File: src/rtl/tpu_pe.sv
`default_nettype none
// ============================================================================
// Module   : tpu_pe
// Purpose  : Weight-stationary processing element for the tiny-TPU systolic
//            array. Signed fixed-point (default Q8.8). A shadow weight
//            register loads from the north while the active weight feeds the
//            multiply-accumulate. Activations flow west->east, weights and
//            partial sums flow north->south.
// Ports    : clk, rst            - clock, synchronous active-high reset
//            pe_enabled          - PE enable; low clears all state
//            pe_valid_in/out     - activation valid (west in / east out)
//            pe_input_in/out     - activation (west in / east out)
//            pe_accept_w_in      - load pe_weight_in into the shadow weight
//            pe_weight_in/out    - weight (north in / south out)
//            pe_switch_in        - copy shadow weight into active weight
//            pe_psum_in/out      - partial sum (north in / south out)
// Revision : 1.0 - initial release
// ============================================================================
module tpu_pe #(
  parameter int DATA_W = 16,
  parameter int FRAC_W = 8
) (
  input  logic              clk,
  input  logic              rst,
  input  logic              pe_valid_in,
  input  logic              pe_accept_w_in,
  input  logic [DATA_W-1:0] pe_input_in,
  input  logic [DATA_W-1:0] pe_weight_in,
  input  logic [DATA_W-1:0] pe_psum_in,
  input  logic              pe_switch_in,
  input  logic              pe_enabled,
  output logic              pe_valid_out,
  output logic [DATA_W-1:0] pe_input_out,
  output logic [DATA_W-1:0] pe_weight_out,
  output logic [DATA_W-1:0] pe_psum_out
);

  localparam int c_PROD_W = 2 * DATA_W;
  // One guard bit above the product is enough to hold psum + rounded product.
  localparam int c_SUM_W  = c_PROD_W + 1;

  localparam logic signed [c_PROD_W-1:0] c_RND     = c_PROD_W'(1) << (FRAC_W - 1);
  localparam logic signed [c_SUM_W-1:0]  c_SAT_MAX = c_SUM_W'((1 << (DATA_W - 1)) - 1);
  localparam logic signed [c_SUM_W-1:0]  c_SAT_MIN = c_SUM_W'(-(1 << (DATA_W - 1)));

  // Weight buffers (names are probed hierarchically).
  logic [DATA_W-1:0] weight_reg_inactive;
  logic [DATA_W-1:0] weight_reg_active;

  logic [DATA_W-1:0] inactive_d;
  logic [DATA_W-1:0] active_d;
  logic              valid_q,  valid_d;
  logic [DATA_W-1:0] input_q,  input_d;
  logic [DATA_W-1:0] weight_q, weight_d;
  logic [DATA_W-1:0] psum_q,   psum_d;

  logic signed [c_PROD_W-1:0] w_prod;
  logic signed [c_PROD_W-1:0] w_prod_rnd;
  logic signed [c_SUM_W-1:0]  w_sum;
  logic [DATA_W-1:0]          w_sat;

  // MAC datapath uses the registered activation and the pre-edge active weight.
  always_comb begin
    w_prod     = $signed(input_q) * $signed(weight_reg_active);
    // Round to nearest, ties toward +inf, then arithmetic shift.
    w_prod_rnd = (w_prod + c_RND) >>> FRAC_W;
    w_sum      = c_SUM_W'($signed(pe_psum_in)) + c_SUM_W'(w_prod_rnd);
    if (w_sum > c_SAT_MAX) begin
      w_sat = c_SAT_MAX[DATA_W-1:0];
    end else if (w_sum < c_SAT_MIN) begin
      w_sat = c_SAT_MIN[DATA_W-1:0];
    end else begin
      w_sat = w_sum[DATA_W-1:0];
    end
  end

  always_comb begin
    inactive_d = weight_reg_inactive;
    active_d   = weight_reg_active;
    valid_d    = pe_valid_in;
    input_d    = '0;
    weight_d   = '0;
    psum_d     = '0;

    if (pe_accept_w_in) begin
      inactive_d = pe_weight_in;
      weight_d   = pe_weight_in;
    end
    // Old shadow value moves to active even when a new weight loads this edge.
    if (pe_switch_in) begin
      active_d = weight_reg_inactive;
    end
    if (pe_valid_in) begin
      input_d = pe_input_in;
    end
    if (valid_q) begin
      psum_d = w_sat;
    end
  end

  always_ff @(posedge clk) begin
    if (rst || !pe_enabled) begin
      weight_reg_inactive <= '0;
      weight_reg_active   <= '0;
      valid_q             <= 1'b0;
      input_q             <= '0;
      weight_q            <= '0;
      psum_q              <= '0;
    end else begin
      weight_reg_inactive <= inactive_d;
      weight_reg_active   <= active_d;
      valid_q             <= valid_d;
      input_q             <= input_d;
      weight_q            <= weight_d;
      psum_q              <= psum_d;
    end
  end

  assign pe_valid_out  = valid_q;
  assign pe_input_out  = input_q;
  assign pe_weight_out = weight_q;
  assign pe_psum_out   = psum_q;

endmodule
`default_nettype wire

File: config.mk
export PLATFORM = sky130hd
export DESIGN_NAME = tpu_pe
export DESIGN_NICKNAME = d
export VERILOG_FILES = /design/src/rtl/tpu_pe.sv
export SDC_FILE = /design/constraint.sdc
export NUM_CORES = 1
export LEC_CHECK = 0
export ABC_AREA = 1
export BUFFER_PORTS_ARGS = -buffer_cell sky130_fd_sc_hd__buf_2
export CAP_MARGIN = 20
export CORE_ASPECT_RATIO = 1.25
export CORE_MARGIN = 3
export CORE_UTILIZATION = 28
export DETAILED_ROUTE_END_ITERATION = 12
export GPL_TIMING_DRIVEN = 0
export HOLD_SLACK_MARGIN = 0.15
export SYNTH_ARGS = -nofsm -noshare
export SYNTH_HDL_FRONTEND = slang
export SYNTH_SLANG_ARGS = --single-unit
File: constraint.sdc
create_clock -name clk -period 11.2 [get_ports clk]
set_input_delay 1.12 -clock clk [delete_from_list [all_inputs] [get_ports clk]]
set_output_delay 1.12 -clock clk [all_outputs]
set_load 0.005 [all_outputs]
==> qor.yml, run 1 <==
ys.warnings.count: 0
antenna_found_initial: 0
worst_pin_slew_ps: 775
timing.fmax_mhz: 111
most_frequent_cell_on_the_critical_path: "sky130_fd_sc_hd__nand2_1"
critical-path-slowest-cell: "sky130_fd_sc_hd__fa_1"
clockRootBuffer: "sky130_fd_sc_hd__clkbuf_16"
setup.worst_path.end: "pe_psum_out[5]"
timing.hold.worst.class: "flop to flop"
critical_path.reg2reg.startpoint: "pe_input_out[10]"
synth_sequential_area_ratio: 0.111
netlist-cell-type-count: 44
leakage_uw: 0.00938
result_of_the_run: "completed"
cts.sinks: 81
antennaDiodeCount: 0
grt_pass1_vias: 13000
postLayoutCoreUtil: 0.319
fin_crit_sh: 0.802
residual_overflow_from_global_routing: 0
cts-resized-gates: 0
fp.dieArea_mm2: 0.0548
grt_setup_unrepaired: "no"
vdd_drop_max_mv: 0.0744
die_w_um: 210
setup-tns-final_ps: 0
drt-total-wl_mm: 40.9
route.detailed.wl_per_inst_um: 15.1
clock_tree.buffer_depth: 2
die_h_um: 261
startpoint_type: "flop"
worst-path-max-fanout: 10
timing.critical_path.slowest_cell_delay_ps: 580
cap_viol_max_count: 0
timing.critical_path.required_ps: 11430
setup.worst_path.end_class: "flop"
placement.setup.worst_slack_ps: 2240
starting_utilization_of_the_core_area: 0.286
worst-setup-path-type: "flop to flop"
worst_setup_hold_path_clk_slew_ps: 80
via_count: 12200
detail_route.first_pass.iterations: 5
mappedNetlistArea_mm2: 0.0146
syn-num-nets: 2356
gr-usage-all-layers: 0.154
worst-r2r-setup-slack_ps: 2220
worst_slew_margin_rel: 0.477
io_buf_count: 102
synth_area_per_cell_um2: 7.52
timing.clock.skew_ps: 19.7
post_route_cells_drive_above_1_share: 0.0770
cp-startpoint: "pe_input_out[10]"
maximum_number_of_pins_on_one_net_before_global_route_repair: 17
timing.final.crit_period_ps: 8980
gp_congestion: 0.922
clock_latency_ps: 380
post_synth_inst_count: 1935
flow.area_growth_from_synthesis_pct: 11.5
design.final.nets: 2469
remaining_design_rule_violation_count: 0
number_of_primary_i_o_pins: 103
clock_tree.htree_level_count: 3
worst-endpoint-arrival_ps: 9210
numCtsBuffers: 9
slew_viol_final: 0
timing.final.setup_violations: 0
detail_route.vias_per_cell: 4.49
hold_viol: 0
antenna_left: 0
number_of_drc_violations_after_detailed_routing_iteration_0: 684
design.core.area_mm2: 0.0509
worst_r2r_endpoint: "pe_psum_out[5]"
setup_ws_ps: 2220
cts_hold_bufs: 0
post-cts-setup-buffer-count: 0
first_pass_grt_wire_length_mm: 66.9
row_count: 92
power_density_mw_per_mm2: 57.8
ys_ff_latch: 81
dp.final_hpwl_mm: 35.3
ff2ff_path_depth: 38
fin_total_pwr_uw: 938
cts_tree: "done"
[where the power goes]
group / switching (uW) / internal [uW]
Clock: 147 / 201
Sequential: 5.10 / 296
Combinational: 189 / 101
[registers in the layout, indices dropped and copies added, names as in the netlist]
signal	cells
weight_reg_active	16
pe_psum_out	16
pe_weight_out	16
weight_reg_inactive	16
pe_valid_out	1
pe_input_out	16
[routing by layer]
layer / global-route usage / vias up / wire length (um)
li1: - / 5813 / -
met1: 0.186 / 5871 / 16900
met2: 0.273 / 387 / 20100
met3: 0.0244 / 99 / 2320
met4: 0.0616 / 0 / 1680
met5: 0 / - / 0
[cell type report]
| type | count | area [um2] |
|---|---|---|
| fill | 5495 | 34700 |
| multi-input combinational | 1216 | 10500 |
| inverter | 571 | 2140 |
| sequential | 81 | 1620 |
| tap | 658 | 823 |
| timing repair buffer | 102 | 510 |
| buffer | 67 | 270 |
| clock buffer | 9 | 225 |
| clock inverter | 7 | 109 |
[critical path, delay by kind of cell (launching register included)]
kind	cells	cell delay (ps)
adders and majority gates	8	3790
and+or+nand+nor	16	1790
buffers and inverters	8	1350
AOI/OAI and AO/OA	5	1300
DFF	1	360
xor gates and xnor gates	1	240
[cells in the mapped netlist (all sizes together)]
master  number  area [um2]
inv        571        2140
nand2      466        1790
fa         263        5270
nor2       108         418
ha         104        1300
a21oi       84         458
dfxtp       81        1620
clkbuf      63         236
o21ai       39         195
xor2        31         287
nand3       28         150
xnor2       18         158
o22ai       16         100
nand4       14        87.6
a31oi        8        50.1
o21a         6        45.0
or2          6        37.5
nor3         5        30.0
buf          4        33.8
a211oi       2        15.0
a21boi       2        15.0
nor4         2        12.5
o21bai       2        15.0
o221ai       2        17.5
o311ai       2        17.5
o31ai        2        15.0
a21o         1        7.51
and2         1        6.26
and3         1        6.26
nand2b       1        6.26
o211ai       1        7.51
o41ai        1        8.76
[how the worst min path moves through the flow]
| stage | from | depth (start not counted) | end | slack, ps |
|---|---|---|---|---|
| after floorplan | weight_reg_inactive[8] | 2 | weight_reg_active[8] | 430 |
| after global placement | weight_reg_inactive[5] | 2 | weight_reg_active[5] | 440 |
| after detailed placement | weight_reg_inactive[8] | 2 | weight_reg_active[8] | 450 |
| after CTS | weight_reg_inactive[11] | 2 | weight_reg_active[11] | 450 |
| after global routing | weight_reg_inactive[13] | 2 | weight_reg_active[13] | 480 |
| final | weight_reg_inactive[11] | 2 | weight_reg_active[11] | 440 |
[cell usage in the layout, fill, tap and decap left out, drive strengths merged]
cell,netlist,layout
o22ai,16,16
xnor2,18,18
buf,4,106
o31ai,2,2
a31oi,8,8
nand2,466,466
a21oi,84,84
clkbuf,63,72
nor2,108,108
and3,1,1
o21bai,2,2
a21boi,2,2
o41ai,1,1
a21o,1,1
a211oi,2,2
or2,6,6
o21ai,39,39
nand4,14,14
nand2b,1,1
fa,263,263
o21a,6,6
o211ai,1,1
inv,571,576
o221ai,2,2
o311ai,2,2
nand3,28,28
xor2,31,31
ha,104,104
nor4,2,2
nor3,5,5
bufinv,0,2
dfxtp,81,81
and2,1,1
[per-stage QoR]
stage	instance area [um2]	hold slack, ps	instances
final	16200	443	2711
after global routing	16200	477	2711
after CTS	16200	452	2711
after detailed placement	15900	451	2695
after global placement	15900	444	2695
after floorplan	14600	430	1935
[cells by family (layout without fill, tap and decap cells)]
family          Yosys count  count (layout)  share of synthesized area
simple gates            632             632                      0.175
xor+xnor                 49              49                     0.0305
flops                    81              81                      0.111
compound gates          168             168                     0.0665
buf+inv                 638             756                      0.166
fa+ha+maj               367             367                      0.451
No activity file was read; power rests on OpenSTA's default activity.
==> inputs of run 2 (changes only) <==
==> constraint.sdc (replaced) <==
create_clock -name clk -period 7.5 [get_ports clk]
set_input_delay 0.75 -clock clk [delete_from_list [all_inputs] [get_ports clk]]
set_output_delay 0.75 -clock clk [all_outputs]
set_load 0.005 [all_outputs]
==> run 2 against run 1 <==
Against the previous run:
- first-iteration DRC count increased by 14%
- final area increased by 13%
- fmax increased by 22%
- flip-flop and latch count unchanged
- critical path depth decreased by 2
- final cell count increased by 2.4%
- register-to-register slack got worse by 2100 ps
==> qor.yml, run 2 (same netlist as run 1, synthesis figures left out) <==
worst_pin_slew_ps: 676  # -98.8 ps
detail_route.vias_per_cell: 4.54  # +1.1%
timing.fmax_mhz: 136  # +22%
route.detailed.wl_per_inst_um: 15.6  # +3.3%
timing.critical_path.slowest_cell_delay_ps: 530  # -50 ps
gp_congestion: 0.922  # unchanged
worst_setup_hold_path_clk_slew_ps: 90  # about the same
design.final.nets: 2534  # +2.6%
remaining_design_rule_violation_count: 0  # unchanged
result_of_the_run: "completed"
antennaDiodeCount: 0  # unchanged
hold_viol: 0  # unchanged
critical-path-slowest-cell: "sky130_fd_sc_hd__fa_1"
postPlaceCellArea_mm2: 0.0159  # unchanged
share_comb_of_total_power: 0.376  # +0.068
power.clock.fraction: 0.334  # -0.037
drt-total-wl_mm: 43.3  # +5.8%
fill_cells: 5245  # -4.5%
power.switching_fraction: 0.370  # +0.00684
numCtsBuffers: 9  # unchanged
io_buf_count: 102  # unchanged
clock_tree.htree_level_count: 3  # unchanged
number_of_drc_violations_after_detailed_routing_iteration_0: 780  # +14%
gr-max-usage-layer: "met2"
seq_power_share: 0.290  # -0.031
fin_cells: 2776  # +2.4%
most-common-layout-cells: "sky130_fd_sc_hd__inv_1 (550), sky130_fd_sc_hd__nand2_1 (407), sky130_fd_sc_hd__fa_1 (247), sky130_fd_sc_hd__buf_2 (102), sky130_fd_sc_hd__buf_4 (82)"
die_h_um: 261  # unchanged
row_count: 92  # unchanged
flow.area_growth_from_synthesis_pct: 25.8
cp-startpoint: "pe_input_out[9]"
die_w_um: 210  # unchanged
via_count: 12600  # +3.5%
cts_hold_bufs: 0  # unchanged
worst-r2r-setup-slack_ps: 130  # -2090 ps
fin_crit_sh: 0.983  # +0.181
cts_tree: "done"
antenna_left: 0  # unchanged
maximum_number_of_pins_on_one_net_before_global_route_repair: 17  # unchanged
worst-path-max-fanout: 10  # unchanged
antenna_found_initial: 0  # unchanged
power_density_mw_per_mm2: 85.0  # +47%
clock_latency_ps: 380  # about the same
layout.cell_area.non_filler_mm2: 0.0183  # +13%
setup.worst_path.end: "pe_psum_out[5]"
grt_setup_unrepaired: "yes"
internal_power_uw: 982  # +64%
postLayoutCoreUtil: 0.360  # +0.0411
vdd_drop_max_mv: 0.111  # +49%
most_frequent_cell_on_the_critical_path: "sky130_fd_sc_hd__fa_1"
timing.clock.skew_ps: 20.2  # +0.497 ps
global_route.usage.met2: 0.280  # +0.00643
design.core.area_mm2: 0.0509  # unchanged
timing.hold.worst.class: "flop to flop"
global_route.usage.met1: 0.189  # +0.00247
fp.dieArea_mm2: 0.0548  # unchanged
crit_family: "adder cells"
ff2ff_path_depth: 36  # -5.3%
worst_r2r_endpoint: "pe_psum_out[5]"
globalRouteMet3Util: 0.0249  # +0.000481
most_common_cell_after_layout_fill_and_taps_aside: "sky130_fd_sc_hd__inv_1"
critical_path.reg2reg.startpoint: "pe_input_out[9]"
clock_tree.buffer_depth: 2  # unchanged
switching_power_uw: 575  # +69%
cp_num_cells: 36  # -5.3%
first_pass_grt_wire_length_mm: 67.8  # +1.4%
worst_slew_margin_rel: 0.546  # +0.0694
residual_overflow_from_global_routing: 0  # unchanged
cts.sinks: 81  # unchanged
leakage_uw: 0.0102  # +8.2%
worst-setup-path-type: "flop to flop"
number_of_primary_i_o_pins: 103  # unchanged
starting_utilization_of_the_core_area: 0.286  # unchanged
worst-endpoint-arrival_ps: 7670  # -1540 ps
detail_route.first_pass.iterations: 5  # unchanged
setup.worst_path.end_class: "flop"
timing.final.crit_period_ps: 7370  # -1610 ps
dp.final_hpwl_mm: 35.3  # unchanged
clockRootBuffer: "sky130_fd_sc_hd__clkbuf_16"
worst-path-buf-inv: 5  # -3
cap_viol_max_count: 0  # unchanged
startpoint_type: "flop"
placed_cells: 2695  # unchanged
timing.final.setup_violations: 0  # unchanged
timing.critical_path.required_ps: 7800  # -3630 ps
post_route_cells_drive_above_1_share: 0.233  # +0.156
slew_viol_final: 0  # unchanged
grt_pass1_vias: 13100  # +1.1%
gr-usage-all-layers: 0.156  # +0.00191
==> run 2: timing repair <==
action,4_1_cts,5_1_grt
resized for setup,178,249
setup buffers,8,73
cloned,0,4
pin swaps,16,113
hold endpoints to repair,0,0
setup endpoints to repair,16,16
==> run 2: metal layers <==
| layer | up-vias | part of all wire |
|---|---|---|
| li1 | 5938 | - |
| met1 | 6163 | 0.40 |
| met2 | 402 | 0.51 |
| met3 | 95 | 0.053 |
| met4 | 0 | 0.037 |
| met5 | - | 0 |
==> run 2: metrics by stage <==
stage / hold slack, ps / worst slack (ps) / TNS [ps] / total power [uW]
floorplan: 430 / 215 / 0 / 763
global placement: 444 / -1480 / -22770 / 884
detailed placement: 451 / -1460 / -22390 / 891
CTS: 443 / 0.834 / 0 / 1440
global route: 469 / -128 / -1380 / 1640
finish: 436 / 129 / 0 / 1560
==> run 2: worst min-delay path, delay by kind of cell (launching register included) <==
family,cells,cell delay (ps)
flip-flops,1,300
buffers and inverters,1,60
AO/OA/AOI/OAI,1,60
==> run 2: cell type report <==
cell class                 instances  area (um2)  area share
clock inverter                     7         109     0.00594
multi-input combinational       1216       11500       0.630
inverter                         571        2150       0.117
tap                              658         823      0.0450
buffer                            47         487      0.0266
clock buffer                       9         225      0.0123
timing repair buffer             187        1270      0.0695
sequential                        81        1720      0.0938
==> run 2: worst min path at each step <==
stage | from | to | cells past startpoint
floorplan | weight_reg_inactive[8] | weight_reg_active[8] | 2
global placement | weight_reg_inactive[5] | weight_reg_active[5] | 2
detailed placement | weight_reg_inactive[8] | weight_reg_active[8] | 2
CTS | weight_reg_inactive[11] | weight_reg_active[11] | 2
global route | weight_reg_inactive[13] | weight_reg_active[13] | 2
finish | weight_reg_inactive[11] | weight_reg_active[11] | 2
==> run 2: power by group through the flow <==
stage / sequential (uW) / clock [uW] / combinational [uW]
after global placement: 459 / 0 / 425
after CTS: 456 / 533 / 451
after floorplan: 458 / 0 / 305
after detailed placement: 460 / 0 / 431
final: 452 / 520 / 585
after global routing: 452 / 547 / 643
